File: config.mk
export PLATFORM = sky130hd
export DESIGN_NAME = serial_add_ctrl
export DESIGN_NICKNAME = d
export VERILOG_FILES = /design/src/rtl/serial_add_pkg.sv /design/src/rtl/serial_add_ctrl_fa_bit.sv /design/src/rtl/serial_add_ctrl.sv
export SDC_FILE = /design/constraint.sdc
export NUM_CORES = 1
export LEC_CHECK = 0
export CAP_MARGIN = 20
export CORE_ASPECT_RATIO = 0.9
export CORE_MARGIN = 3
export CORE_UTILIZATION = 51
export DETAILED_ROUTE_END_ITERATION = 10
export GPL_TIMING_DRIVEN = 0
export PLACE_DENSITY = 0.78
export SYNTH_ARGS = -nofsm -noshare
export SYNTH_HDL_FRONTEND = slang
export SYNTH_SLANG_ARGS = --single-unit
File: constraint.sdc
create_clock -name clk -period 2.2 [get_ports clk]
set_clock_uncertainty 0.1 [all_clocks]
set_input_delay 0.22 -clock clk [delete_from_list [all_inputs] [get_ports clk]]
set_output_delay 0.22 -clock clk [all_outputs]
set_load 0.01 [all_outputs]
File: src/rtl/serial_add_pkg.sv
// ---------------------------------------------------------------------------
// serial_add_pkg
//   Shared types and helpers for the bit-serial adder controller.
//   - sa_state_t : controller FSM states (IDLE -> SHIFT -> DONE -> IDLE)
//   - cnt_w()    : width of the bit counter for a given operand width
// ---------------------------------------------------------------------------
package serial_add_pkg;

   typedef enum logic [1:0] {
      IDLE  = 2'd0,
      SHIFT = 2'd1,
      DONE  = 2'd2
   } sa_state_t;

   // One extra bit over $clog2 so the counter can always represent WIDTH-1,
   // including the degenerate WIDTH=1 case where $clog2 returns 0.
   function automatic int cnt_w(input int width);
      return $clog2(width) + 1;
   endfunction

endpackage

File: src/rtl/serial_add_ctrl_fa_bit.sv
// ---------------------------------------------------------------------------
// fa_bit
//   Purely combinational 1-bit full adder; the only arithmetic cell of the
//   serial adder, reused on every SHIFT cycle.
// Ports
//   a, b, cin : input bits
//   sum       : a ^ b ^ cin
//   cout      : majority(a, b, cin)
// ---------------------------------------------------------------------------
module fa_bit (
   input  logic a,
   input  logic b,
   input  logic cin,
   output logic sum,
   output logic cout
);

   assign sum  = a ^ b ^ cin;
   assign cout = (a & b) | (a & cin) | (b & cin);

endmodule

File: src/rtl/serial_add_ctrl.sv
// ---------------------------------------------------------------------------
// serial_add_ctrl
//   Bit-serial adder controller. Accepts one WIDTH-bit request (a, b, cin),
//   walks a single fa_bit cell across the operands LSB first over WIDTH
//   cycles, and presents {cout, sum} on a valid/ready output channel.
// Parameters
//   WIDTH     : operand/sum width, 1..64
// Ports
//   clk       : clock, all state updates on posedge
//   rst_n     : synchronous active-low reset
//   in_valid  : request present on a/b/cin
//   in_ready  : controller idle and able to accept
//   a, b, cin : operands, sampled only on accept
//   out_valid : result present on sum/cout
//   out_ready : downstream takes the result
//   sum, cout : a + b + cin; held until the next result is produced
//   busy      : high in SHIFT or DONE
//   ovf       : signed overflow, only when SERIAL_ADD_OVF_EN is defined
// Configuration
//   SERIAL_ADD_OVF_EN : adds the ovf output port
// ---------------------------------------------------------------------------
module serial_add_ctrl
   import serial_add_pkg::*;
#(
   parameter int WIDTH = 8
) (
   input  logic             clk,
   input  logic             rst_n,
   input  logic             in_valid,
   output logic             in_ready,
   input  logic [WIDTH-1:0] a,
   input  logic [WIDTH-1:0] b,
   input  logic             cin,
   output logic             out_valid,
   input  logic             out_ready,
   output logic [WIDTH-1:0] sum,
   output logic             cout,
`ifdef SERIAL_ADD_OVF_EN
   output logic             busy,
   output logic             ovf
`else
   output logic             busy
`endif
);

   localparam int            CW       = cnt_w(WIDTH);
   localparam logic [CW-1:0] LAST_CNT = CW'(WIDTH - 1);

   sa_state_t        state;
   sa_state_t        state_next;
   logic [WIDTH-1:0] a_sr;
   logic [WIDTH-1:0] b_sr;
   logic [WIDTH-1:0] sum_sr;
   logic [WIDTH-1:0] sum_shift;
   logic             carry;
   logic [CW-1:0]    cnt;
   logic [WIDTH-1:0] res_sum;
   logic             res_cout;
   logic             fa_s;
   logic             fa_co;
   logic             last_bit;
   logic             accept;

   // The single full-adder cell always looks at the LSBs of the operand
   // shift registers plus the running carry.
   fa_bit u_fa (
      .a    (a_sr[0]),
      .b    (b_sr[0]),
      .cin  (carry),
      .sum  (fa_s),
      .cout (fa_co)
   );

   assign last_bit = (cnt == LAST_CNT);
   assign accept   = in_valid && (state == IDLE);

   // New sum bits enter at the MSB so that after WIDTH right shifts the
   // first (LSB) result bit has arrived at position 0. Written as a shift
   // plus a bit overwrite so WIDTH=1 needs no special casing.
   always_comb begin
      sum_shift            = sum_sr >> 1;
      sum_shift[WIDTH-1]   = fa_s;
   end

   // State register; reset drops any transaction in flight.
   always_ff @(posedge clk) begin
      if (!rst_n) begin
         state <= IDLE;
      end else begin
         state <= state_next;
      end
   end

   // Next-state and handshake outputs. DONE deliberately keeps in_ready low,
   // so a request arriving together with out_ready waits for the IDLE cycle.
   always_comb begin
      state_next = state;
      in_ready   = 1'b0;
      out_valid  = 1'b0;
      busy       = 1'b0;
      case (state)
         IDLE: begin
            in_ready = 1'b1;
            if (in_valid) begin
               state_next = SHIFT;
            end
         end
         SHIFT: begin
            busy = 1'b1;
            if (last_bit) begin
               state_next = DONE;
            end
         end
         DONE: begin
            busy      = 1'b1;
            out_valid = 1'b1;
            if (out_ready) begin
               state_next = IDLE;
            end
         end
         default: begin
            state_next = IDLE;
         end
      endcase
   end

   // Datapath: operands are captured only on accept, then shifted one bit per
   // SHIFT cycle. The finished result is copied into separate holding
   // registers on the last SHIFT cycle so sum/cout stay valid after retire
   // and while the next request is being computed.
   always_ff @(posedge clk) begin
      if (!rst_n) begin
         a_sr     <= '0;
         b_sr     <= '0;
         sum_sr   <= '0;
         carry    <= 1'b0;
         cnt      <= '0;
         res_sum  <= '0;
         res_cout <= 1'b0;
      end else begin
         if (accept) begin
            a_sr  <= a;
            b_sr  <= b;
            carry <= cin;
            cnt   <= '0;
         end else if (state == SHIFT) begin
            a_sr   <= a_sr >> 1;
            b_sr   <= b_sr >> 1;
            sum_sr <= sum_shift;
            carry  <= fa_co;
            if (last_bit) begin
               res_sum  <= sum_shift;
               res_cout <= fa_co;
            end else begin
               cnt <= cnt + CW'(1);
            end
         end
      end
   end

   assign sum  = res_sum;
   assign cout = res_cout;

`ifdef SERIAL_ADD_OVF_EN
   // On the last SHIFT cycle the carry register holds the carry into the MSB
   // and the cell produces the carry out of it; their XOR is signed overflow.
   always_ff @(posedge clk) begin
      if (!rst_n) begin
         ovf <= 1'b0;
      end else if ((state == SHIFT) && last_bit) begin
         ovf <= carry ^ fa_co;
      end
   end
`endif

endmodule

==> summary.txt, run 1 <==
Outcome
  • Run status: finished, final reports clean

Hold path
  • Hold Path Origin: rst_n
  • Hold path depth: 2
  • WHS Endpoint: a_sr[7]$_SDFFE_PN0P_
  • Worst hold path type: primary input to register

Timing
  • Hold_ws: around 230 ps
  • Unrepaired setup endpoints after global routing: no
  • Final Max Tran Viols: 0
  • Maximum clock frequency: approximately 540 MHz
  • Final worst slack: 332 ps
  • Worst-Margin Slew: 506 ps
  • Setup violators final: 0
  • Fin. Hold Viols: 0
  • Post-route minimum period: approximately 1900 ps
  • Fin crit share: 0.849
  • Relative slew margins: 0.663
  • Setup TNS: 0 ps

Critical path
  • Required time worst endpoint: between 1500 and 2000 ps
  • CP Capture Type: output pin
  • CP arrival: ~1600 ps
  • Reg2Reg Launch Point: state[1]$_SDFFE_PN0P_
  • Crit Path Category: register to output pin
  • R2r setup slk: between 300 and 400 ps
  • Buffers & Inverters on Critical Path: 2
  • Startpoint Class: register
  • CP peak stage delay: around 570 ps
  • CP cell instances: inv_1 > ha_1 > clkdlybuf4s50_1
  • Slowest-stage cell, CP: clkdlybuf4s50_1
  • Reg2Reg Depth: 7
  • Crit-path max FO: 5
  • CP delay by family, top: buffers and inverters
  • Reg2Reg Capture Point: b_sr[3]$_SDFFE_PN0P_

CTS
  • Clock latency on the worst-skew pair: roughly 290 ps
  • Clk slew on worst S/H paths: 70 ps
  • Clock buffer depth: 2
  • CTS Root Cell: clkbuf_8
  • Post-CTS Hold Buffers: 0
  • CTS Sinks: 39
  • Post-CTS sizing: 0
  • Setup Buffers After CTS: 0
  • Htree depth: 2
  • CTS tree: yes
  • Total CTS buffers: 5

Logic synthesis
  • Synth Register Bits: 39
  • Yosys top cell area share: 0.440
  • Synth top area cells: dfxtp_1 (44%), mux2i_1 (13%), o211a_1 (9.0%)
  • Cell count after synthesis: between 150 and 200
  • Synthesized Nets: between 200 and 250
  • Synth area leader: dfxtp_1
  • Post-synth top flop: dfxtp_1
  • EDFF count, synth: 0
  • Top cells by count, synth: dfxtp_1 (39), mux2i_1 (23), nand2_1 (21)
  • Sequential fraction of the synthesis area: 0.440
  • Top-count cell post-synth: dfxtp_1
  • Synth unique cells: 27
  • Post-Syn Area: approximately 1800 um2
  • Syn Area/Cell: ~10 um2
  • Yosys warns: 0
  • FFs w/ async S/R, synth: 0

Placement
  • Gpl congestion: between 0.8 and 0.9
  • DPL Wire Length: 2.76 mm
  • Port Buf Inserts: 31
  • Place WS: roughly 410 ps

Floorplanning
  • DIE WIDTH: between 60 and 70 um
  • Core ar.: between 3000 and 4000 um2
  • Row count: 19
  • Starting Density: 0.557
  • Die Area: 4220 um2
  • Die Y: 62.0 um
  • IO Pins: 33

Power and ir drop
  • Leak: 0.000977 uW
  • Pwr Density: about 1100 nW/um2
  • Peak supply drop: ~0.0006 V

Drt
  • TritonRoute pass-1 iters: 4
  • Final wirelength: 3.83 mm
  • Total number of vias: roughly 1.4k
  • Initial DRC Count: about 170
  • Vias per cell: 5.52
  • ANT nets after route: 0
  • WL per Instance: around 15 um
  • DR DRC count: 0

Global route
  • Vias in the first global route: between 1k and 1.5k
  • Largest net degree at the start of global routing: 13
  • Gr usage total: 0.209
  • Total grt overflow: 0
  • Initial antenna violation count: 0
  • First-pass GRT wire length: roughly 6.5 mm

Finish
  • Filler cell count in the final layout: 241
  • Antenna Cells: 0
  • Area grow syn2layout: 27.9%
  • Layout cells sized above 1: 0.0636
  • Final nets: 246
  • Layout Utilization: 0.712

Job
  • Max-cap viol count: 0
-- cells by family (layout without fill, tap and decap cells) --
| kind of cell | after synthesis | after routing | synth area share |
|---|---|---|---|
| simple gates | 50 | 50 | 0.147 |
| compound gates | 45 | 45 | 0.193 |
| flops | 39 | 39 | 0.440 |
| mux | 23 | 23 | 0.130 |
| buf+inv | 18 | 57 | 0.0437 |
| fa+ha+maj | 6 | 6 | 0.0465 |
-- cells in the final DEF, fill, tap and decap left out, types with 2 or more instances in the layout --
cell type,count
a21boi_0,11
inv_1,5
dfxtp_1,39
buf_4,2
bufinv_16,2
a21oi_1,4
clkbuf_1,9
clkbuf_8,5
nand2_1,21
o211a_1,16
nor2b_1,7
mux2i_1,23
clkdlybuf4s50_1,31
ha_1,5
buf_2,2
nand3_1,13
o21ai_0,12
-- sequential cells by signal, summed over array words and instances (netlist names) --
name	flops
sum_sr	7
cout	1
cnt	4
state	2
carry	1
sum	8
b_sr	8
a_sr	8
-- cell type report --
class                      count  area [um2]  share of cell area
sequential                    39         781               0.344
tap                           42        52.6              0.0232
multi-input combinational    124         916               0.404
clock inverter                 2        60.1              0.0265
timing repair buffer          31         310               0.137
clock buffer                   6        72.6              0.0320
buffer                        13        58.8              0.0259
inverter                       5        18.8             0.00827
-- metal layers --
| layer | global-route usage | wire [um] | vias to the layer above |
|---|---|---|---|
| met4 | 0.0850 | 55 | 0 |
| met2 | 0.345 | 1880 | 37 |
| met3 | 0.0468 | 201 | 7 |
| met1 | 0.266 | 1690 | 678 |
| met5 | 0 | 0 | - |
| li1 | - | - | 725 |
-- how the worst max path moves through the flow --
stage          slack [ps]  cells after the start                    to                  start
2_1_floorplan         650                      7  a_sr[0]$_SDFFE_PN0P_  state[1]$_SDFFE_PN0P_
5_1_grt               190                      6   sum[3]$_SDFFE_PN0P_  state[1]$_SDFFE_PN0P_
4_1_cts               320                      3              in_ready  state[0]$_SDFFE_PN0P_
6_report              330                      3              in_ready  state[1]$_SDFFE_PN0P_
3_3_place_gp          460                      7  b_sr[6]$_SDFFE_PN0P_  state[1]$_SDFFE_PN0P_
3_5_place_dp          410                      5   sum[3]$_SDFFE_PN0P_               in_valid
-- power breakdown --
group | total, uW | switching [uW] | internal [uW]
Clock | 700 | 247 | 453
Combinational | 874 | 459 | 415
Sequential | 922 | 83.1 | 839
Total | 2500 | 789 | 1710
-- metrics by stage --
step	instances	cell area, um2	power (uW)
finish	262	2270	2500
floorplan	181	1770	1550
CTS	262	2270	2510
detailed placement	254	2140	1800
global route	262	2270	2660
global placement	254	2140	1760
Power figures use the tool's default switching activity.
==> run 2, diff against run 1 <==
==> constraint.sdc (replaced) <==
create_clock -name clk -period 1.9 [get_ports clk]
set_clock_uncertainty 0.1 [all_clocks]
set_input_delay 0.19 -clock clk [delete_from_list [all_inputs] [get_ports clk]]
set_output_delay 0.19 -clock clk [all_outputs]
set_load 0.01 [all_outputs]
==> run 2 against run 1 <==
  * Via count shrank 1.0%
  * Largest cell class unchanged
  * Highest routed layer unchanged
  * Critical path type unchanged
  * Wire length grew 1.0%
  * Final cell count rose by 0.38%
  * Design area grew 0.83%
  * Flip-flop and latch count is the same
  * Non-clock buffer count grew 1
  * First-iteration DRC count is 24% lower
  * Clock power is 16% higher
  * Total power rose by 17%
  * Clock-buffer cell count unchanged
  * Sequential power grew 16%
  * Global-route usage stayed put
==> summary.txt, run 2 (synthesis gave the netlist of run 1 again) <==
Placement
  • Gpl congestion: 0.821 (unchanged)
  • Port Buf Inserts: 31 (unchanged)
  • DPL Wire Length: 2.76 mm (unchanged)
  • DP Cell Count: 254 (unchanged)

Floorplanning
  • IO Pins: 33 (unchanged)
  • Starting Density: 0.557 (unchanged)
  • Core ar.: 3190 um2 (unchanged)
  • Die Area: 4220 um2 (unchanged)
  • Die Y: 62.0 um (unchanged)
  • Row count: 19 (unchanged)
  • DIE WIDTH: 68.2 um (unchanged)

Finish
  • Antenna Cells: 0 (unchanged)
  • Layout cells sized above 1: 0.0860 (+0.0223)
  • Filler cell count in the final layout: 237 (-1.7%)
  • Most common cell after layout, fill and taps aside: dfxtp_1
  • Most frequent cells in the layout: dfxtp_1 (39), clkdlybuf4s50_1 (31), mux2i_1 (23), nand2_1 (21), o211a_1 (16)
  • Final Non-Filler Cells: 263 (+0.38%)
  • Final nets: 247 (+0.41%)
  • Area grow syn2layout: 29.0%
  • Layout Utilization: 0.718 (+0.00589)

CTS
  • CTS tree: yes
  • CTS Sinks: 39 (unchanged)
  • Total CTS buffers: 5 (unchanged)
  • CTS Root Cell: clkbuf_8
  • Clock buffer depth: 2 (unchanged)
  • Clk slew on worst S/H paths: 80 ps (about the same)
  • Post-CTS Hold Buffers: 0 (unchanged)
  • Clock latency on the worst-skew pair: 290 ps (about the same)
  • Htree depth: 2 (unchanged)

Global route
  • Largest net degree at the start of global routing: 13 (unchanged)
  • Met3 Use GR: 0.0468 (unchanged)
  • Most Crowded Layer GR: met2
  • Met1 global-route usage: 0.266 (unchanged)
  • Gr usage total: 0.209 (unchanged)
  • Initial antenna violation count: 0 (unchanged)
  • First-pass GRT wire length: 6.47 mm (unchanged)
  • Vias in the first global route: 1369 (unchanged)
  • Total grt overflow: 0 (unchanged)
  • Met2 Use GR: 0.345 (unchanged)

Critical path
  • Required time worst endpoint: 1610 ps (-270 ps)
  • CP Capture Type: output pin
  • R2r setup slk: 140 ps (-240 ps)
  • Worst Setup SP: state[0]$_SDFFE_PN0P_
  • Slowest-stage cell, CP: clkdlybuf4s50_1
  • CP peak stage delay: 530 ps (-40 ps)
  • Crit Path Category: register to output pin
  • CP cell instances: inv_1 > ha_1 > clkdlybuf4s50_1
  • Crit-path max FO: 3 (-2)
  • CP arrival: 1550 ps (about the same)
  • Reg2Reg Depth: 7 (unchanged)
  • Reg2Reg Capture Point: b_sr[2]$_SDFFE_PN0P_
  • Reg2Reg Launch Point: state[1]$_SDFFE_PN0P_
  • Startpoint Class: register
  • Worst setup path endpoint: busy

Power and ir drop
  • Total Power: 2910 uW (+17%)
  • Leak: 0.000993 uW (+1.7%)
  • Peak supply drop: 0.000701 V (+17%)
  • Pwr Density: 1270 nW/um2 (+16%)

Timing
  • Worst-Margin Slew: 507 ps (+1.44 ps)
  • Final Max Tran Viols: 0 (unchanged)
  • Relative slew margins: 0.662 (-0.000959)
  • Maximum clock frequency: approximately 540 MHz
  • Fin. Hold Viols: 0 (unchanged)
  • Setup TNS: 0 ps (unchanged)
  • Post-route minimum period: 1840 ps
  • Setup violators final: 0 (unchanged)
  • Unrepaired setup endpoints after global routing: yes
  • Fin crit share: 0.968

Job
  • Max-cap viol count: 0 (unchanged)

Drt
  • Vias per cell: 5.44 (-1.4%)
  • Final wirelength: 3.87 mm (+1.0%)
  • Initial DRC Count: 126 (-24%)
  • ANT nets after route: 0 (unchanged)
  • WL per Instance: 14.7 um (+0.63%)
  • DR DRC count: 0 (unchanged)
  • Total number of vias: 1432 (-1.0%)
  • TritonRoute pass-1 iters: 4 (unchanged)

Outcome
  • Run status: finished, final reports clean

Hold path
  • Worst hold path type: primary input to register
  • Hold path depth: 2 (unchanged)
-- run 2: cell count changes in the layout (fill, tap and decap cells not counted) --
cell,previous run,this run
buf_1,1,0
buf_2,2,1
buf_6,0,1
clkbuf_1,9,6
clkbuf_2,0,4
clkbuf_4,0,1
-- run 2: how the worst min path moves through the flow --
stage                                     start                     to  slack (ps)
final                                     rst_n   a_sr[7]$_SDFFE_PN0P_         210
after global placement    state[0]$_SDFFE_PN0P_  state[0]$_SDFFE_PN0P_         360
after global routing                      rst_n   a_sr[7]$_SDFFE_PN0P_         240
after CTS                                 rst_n   a_sr[7]$_SDFFE_PN0P_         200
after floorplan                            a[7]   a_sr[7]$_SDFFE_PN0P_         230
after detailed placement  state[0]$_SDFFE_PN0P_  state[0]$_SDFFE_PN0P_         370
-- run 2: layout make-up --
cell class	count	area, um2	area share
plain buffers	13	70.1	0.0306
clock buffers	6	72.6	0.0317
clock inverters	2	60.1	0.0262
inverters	5	18.8	0.00820
multi-input cells	124	916	0.400
flip-flops and latches	39	781	0.341
well taps	42	52.6	0.0230
repair buffers	32	318	0.139
-- run 2: routing by layer --
layer	routed length [um]	up-vias
li1	-	726
met1	1760	669
met2	1880	30
met3	166	7
met4	56	0
met5	0	-
-- run 2: timing repair --
item / CTS / global route
hold endpoints to repair: 0 / 0
gates resized for setup: 0 / 9
buffers inserted: 0 / 1
endpoints found under the setup margin: 0 / 19
-- run 2: power by group --
part | internal (uW) | total, uW | switching (uW)
registers | 972 | 1070 | 95.1
logic | 497 | 1030 | 532
clock network | 525 | 814 | 289
-- run 2: metrics by stage --
step           setup WS (ps)  instance area (um2)  hold slack [ps]
6_report                61.4                 2290              208
3_3_place_gp             157                 2140              365
5_1_grt                -14.6                 2290              239
4_1_cts                 53.0                 2270              202
2_1_floorplan            348                 1770              235
3_5_place_dp             137                 2140              369
-- run 2: critical path: cells and delay by family (launching register included) --
family / cells / cell delay (ps)
flip-flops: 1 / 360
adder cells (fa/ha/maj): 1 / 290
buffers and inverters: 2 / 620
==> run 3, diff against run 2 <==
--- a/config.mk
+++ b/config.mk
@@ -6,12 +6,13 @@
 export NUM_CORES = 1
 export LEC_CHECK = 0
 export CAP_MARGIN = 20
-export CORE_ASPECT_RATIO = 0.9
+export CORE_ASPECT_RATIO = 0.75
 export CORE_MARGIN = 3
 export CORE_UTILIZATION = 51
 export DETAILED_ROUTE_END_ITERATION = 10
 export GPL_TIMING_DRIVEN = 0
 export PLACE_DENSITY = 0.78
+export SKIP_LAST_GASP = 1
 export SYNTH_ARGS = -nofsm -noshare
 export SYNTH_HDL_FRONTEND = slang
 export SYNTH_SLANG_ARGS = --single-unit
==> run 3 against run 2 <==
  * Total power fell by 7.5%
  * Worst setup slack improved by 9.3 ps
  * Register-to-register slack barely moved
  * Core utilization fell by 0.089 points
  * Sequential share of layout area rose by 0.68 points
  * Sequential power barely moved
  * Critical path depth did not move
  * Die area rose by 0.15%
  * Via count rose by 3.6%
==> summary.txt, run 3 (synthesis gave the netlist of run 1 again) <==
Outcome
  • Run status: finished, final reports clean

Critical path
  • CP Capture Type: output pin
  • Crit-path max FO: 3 (unchanged)
  • Reg2Reg Launch Point: state[0]$_SDFFE_PN0P_
  • Worst setup path endpoint: busy
  • Crit Path Category: register to output pin
  • Reg2Reg Capture Point: b_sr[1]$_SDFFE_PN0P_
  • R2r setup slk: 140 ps (about the same)
  • Reg2Reg Depth: 6 (-1)
  • Worst Setup SP: state[1]$_SDFFE_PN0P_
  • Required time worst endpoint: 1610 ps (about the same)
  • CP arrival: 1540 ps (about the same)
  • Startpoint Class: register

Finish
  • Layout cells sized above 1: 0.0724 (-0.0136)
  • Area of the multi-input gates: 916 um2 (unchanged)
  • Final nets: 247 (unchanged)
  • Most common cell after layout, fill and taps aside: dfxtp_1
  • Filler cell count in the final layout: 225 (-5.1%)
  • Most frequent cells in the layout: dfxtp_1 (39), clkdlybuf4s50_1 (31), mux2i_1 (23), nand2_1 (21), o211a_1 (16)
  • Area grow syn2layout: 26.4%
  • Antenna Cells: 0 (unchanged)
  • Storage element area: 781 um2 (unchanged)
  • Design Area, Final: 2240 um2 (-2.0%)

Placement
  • Port Buf Inserts: 31 (unchanged)
  • Post-DP Area: 2130 um2 (-0.23%)
  • Gpl congestion: 0.752 (-8.5%)
  • DPL Wire Length: 2.88 mm (+4.2%)
  • Place WS: 116 ps (-20.9 ps)

Job
  • Max-cap viol count: 0 (unchanged)

Power and ir drop
  • Pwr Density: 1200 nW/um2 (-5.6%)
  • Leak: 0.000970 uW (-2.4%)
  • Peak supply drop: 0.000679 V (-3.1%)

Drt
  • ANT nets after route: 0 (unchanged)
  • Total number of vias: 1484 (+3.6%)
  • TritonRoute pass-1 iters: 4 (unchanged)
  • WL per Instance: 15.5 um (+5.5%)
  • Vias per cell: 5.73 (+5.2%)
  • Final wirelength: 4.02 mm (+3.9%)
  • Initial DRC Count: 70 (-44%)
  • DR DRC count: 0 (unchanged)

Global route
  • Gr usage total: 0.200 (-0.00885)
  • Initial antenna violation count: 0 (unchanged)
  • Largest net degree at the start of global routing: 12 (-1)
  • Total grt overflow: 0 (unchanged)
  • First-pass GRT wire length: 6.61 mm (+2.2%)
  • Vias in the first global route: 1456 (+6.4%)

Floorplanning
  • Row count: 17 (-2)
  • Starting Density: 0.567 (+0.0105)
  • Die Y: 57.1 um (-7.9%)
  • Core ar.: 3130 um2 (-1.8%)
  • IO Pins: 33 (unchanged)
  • DIE WIDTH: 74.1 um (+8.7%)
  • Die Area: 4230 um2 (+0.15%)

Timing
  • Final Max Tran Viols: 0 (unchanged)
  • Unrepaired setup endpoints after global routing: yes
  • Fin crit share: 0.963 (-0.00490)
  • Hold_ws: 205 ps (-2.86 ps)
  • Final worst slack: 70.7 ps (+9.31 ps)
  • Setup TNS: 0 ps (unchanged)
  • Setup violators final: 0 (unchanged)
  • Maximum clock frequency: 547 MHz (+0.51%)
  • Post-route minimum period: 1830 ps (-9.31 ps)
  • Fin. Hold Viols: 0 (unchanged)
  • Worst-Margin Slew: 485 ps (-22.8 ps)
  • Relative slew margins: 0.677 (+0.0152)

CTS
  • CTS Root Cell: clkbuf_8
  • Clk slew on worst S/H paths: 80 ps (about the same)
  • CTS Sinks: 39 (unchanged)
  • Clock buffer depth: 2 (unchanged)
  • Clock latency on the worst-skew pair: 290 ps (about the same)
  • Total CTS buffers: 5 (unchanged)
  • CTS tree: yes
  • Htree depth: 2 (unchanged)

Hold path
  • Hold path depth: 3 (+1)
  • Worst hold path type: primary input to register
run 3: cell count changes in the layout (fill, tap and decap cells not counted), sizes merged:
cell	delta
buf	+2
bufinv	-2
run 3: metal layers:
metal,track usage,share of wire,vias up
met5,0,0,-
met3,0.0528,0.045,9
met2,0.335,0.48,37
li1,-,-,722
met1,0.245,0.45,716
met4,0.0749,0.016,0
run 3: area by class of cell:
cell class	count	share of cell area
multi-input combinational	124	0.408
clock buffer	8	0.0446
tap	38	0.0212
buffer	13	0.0279
inverter	5	0.00837
sequential	39	0.348
timing repair buffer	32	0.142
run 3: critical path, stage by stage, from the launching register on:
cell and delay, ps:
dfxtp_1 370, inv_1 90, ha_1 270, clkdlybuf4s50_1 530
run 3: worst min path at each step:
stage / end / startpoint / slack, ps
6_report: state[0]$_SDFFE_PN0P_ / rst_n / 200
4_1_cts: sum[0]$_SDFFE_PN0P_ / rst_n / 210
2_1_floorplan: a_sr[7]$_SDFFE_PN0P_ / a[7] / 230
3_3_place_gp: state[0]$_SDFFE_PN0P_ / state[0]$_SDFFE_PN0P_ / 360
5_1_grt: sum[1]$_SDFFE_PN0P_ / rst_n / 230
3_5_place_dp: sum[1]$_SDFFE_PN0P_ / sum[1]$_SDFFE_PN0P_ / 370
run 3: repair_timing:
| item | CTS | global route |
|---|---|---|
| hold buffers | 0 | 0 |
| setup endpoints to repair | 0 | 15 |
| resized for setup | 0 | 4 |
| setup buffers | 0 | 1 |
run 3: where the power goes:
part / internal (uW) / total [uW] / leakage, uW / switching [uW]
Clock: 331 / 606 / 0.0000515 / 274
Sequential: 972 / 1070 / 0.000318 / 97.6
Combinational: 484 / 1020 / 0.000600 / 533
run 3: through the flow:
| step | utilization | cells | power [uW] |
|---|---|---|---|
| 2_1_floorplan | - | 181 | 1790 |
| 4_1_cts | 0.714 | 258 | 2700 |
| 6_report | 0.717 | 259 | 2690 |
| 3_3_place_gp | 0.682 | 250 | 2040 |
| 3_5_place_dp | 0.682 | 250 | 2090 |
| 5_1_grt | 0.717 | 259 | 2870 |
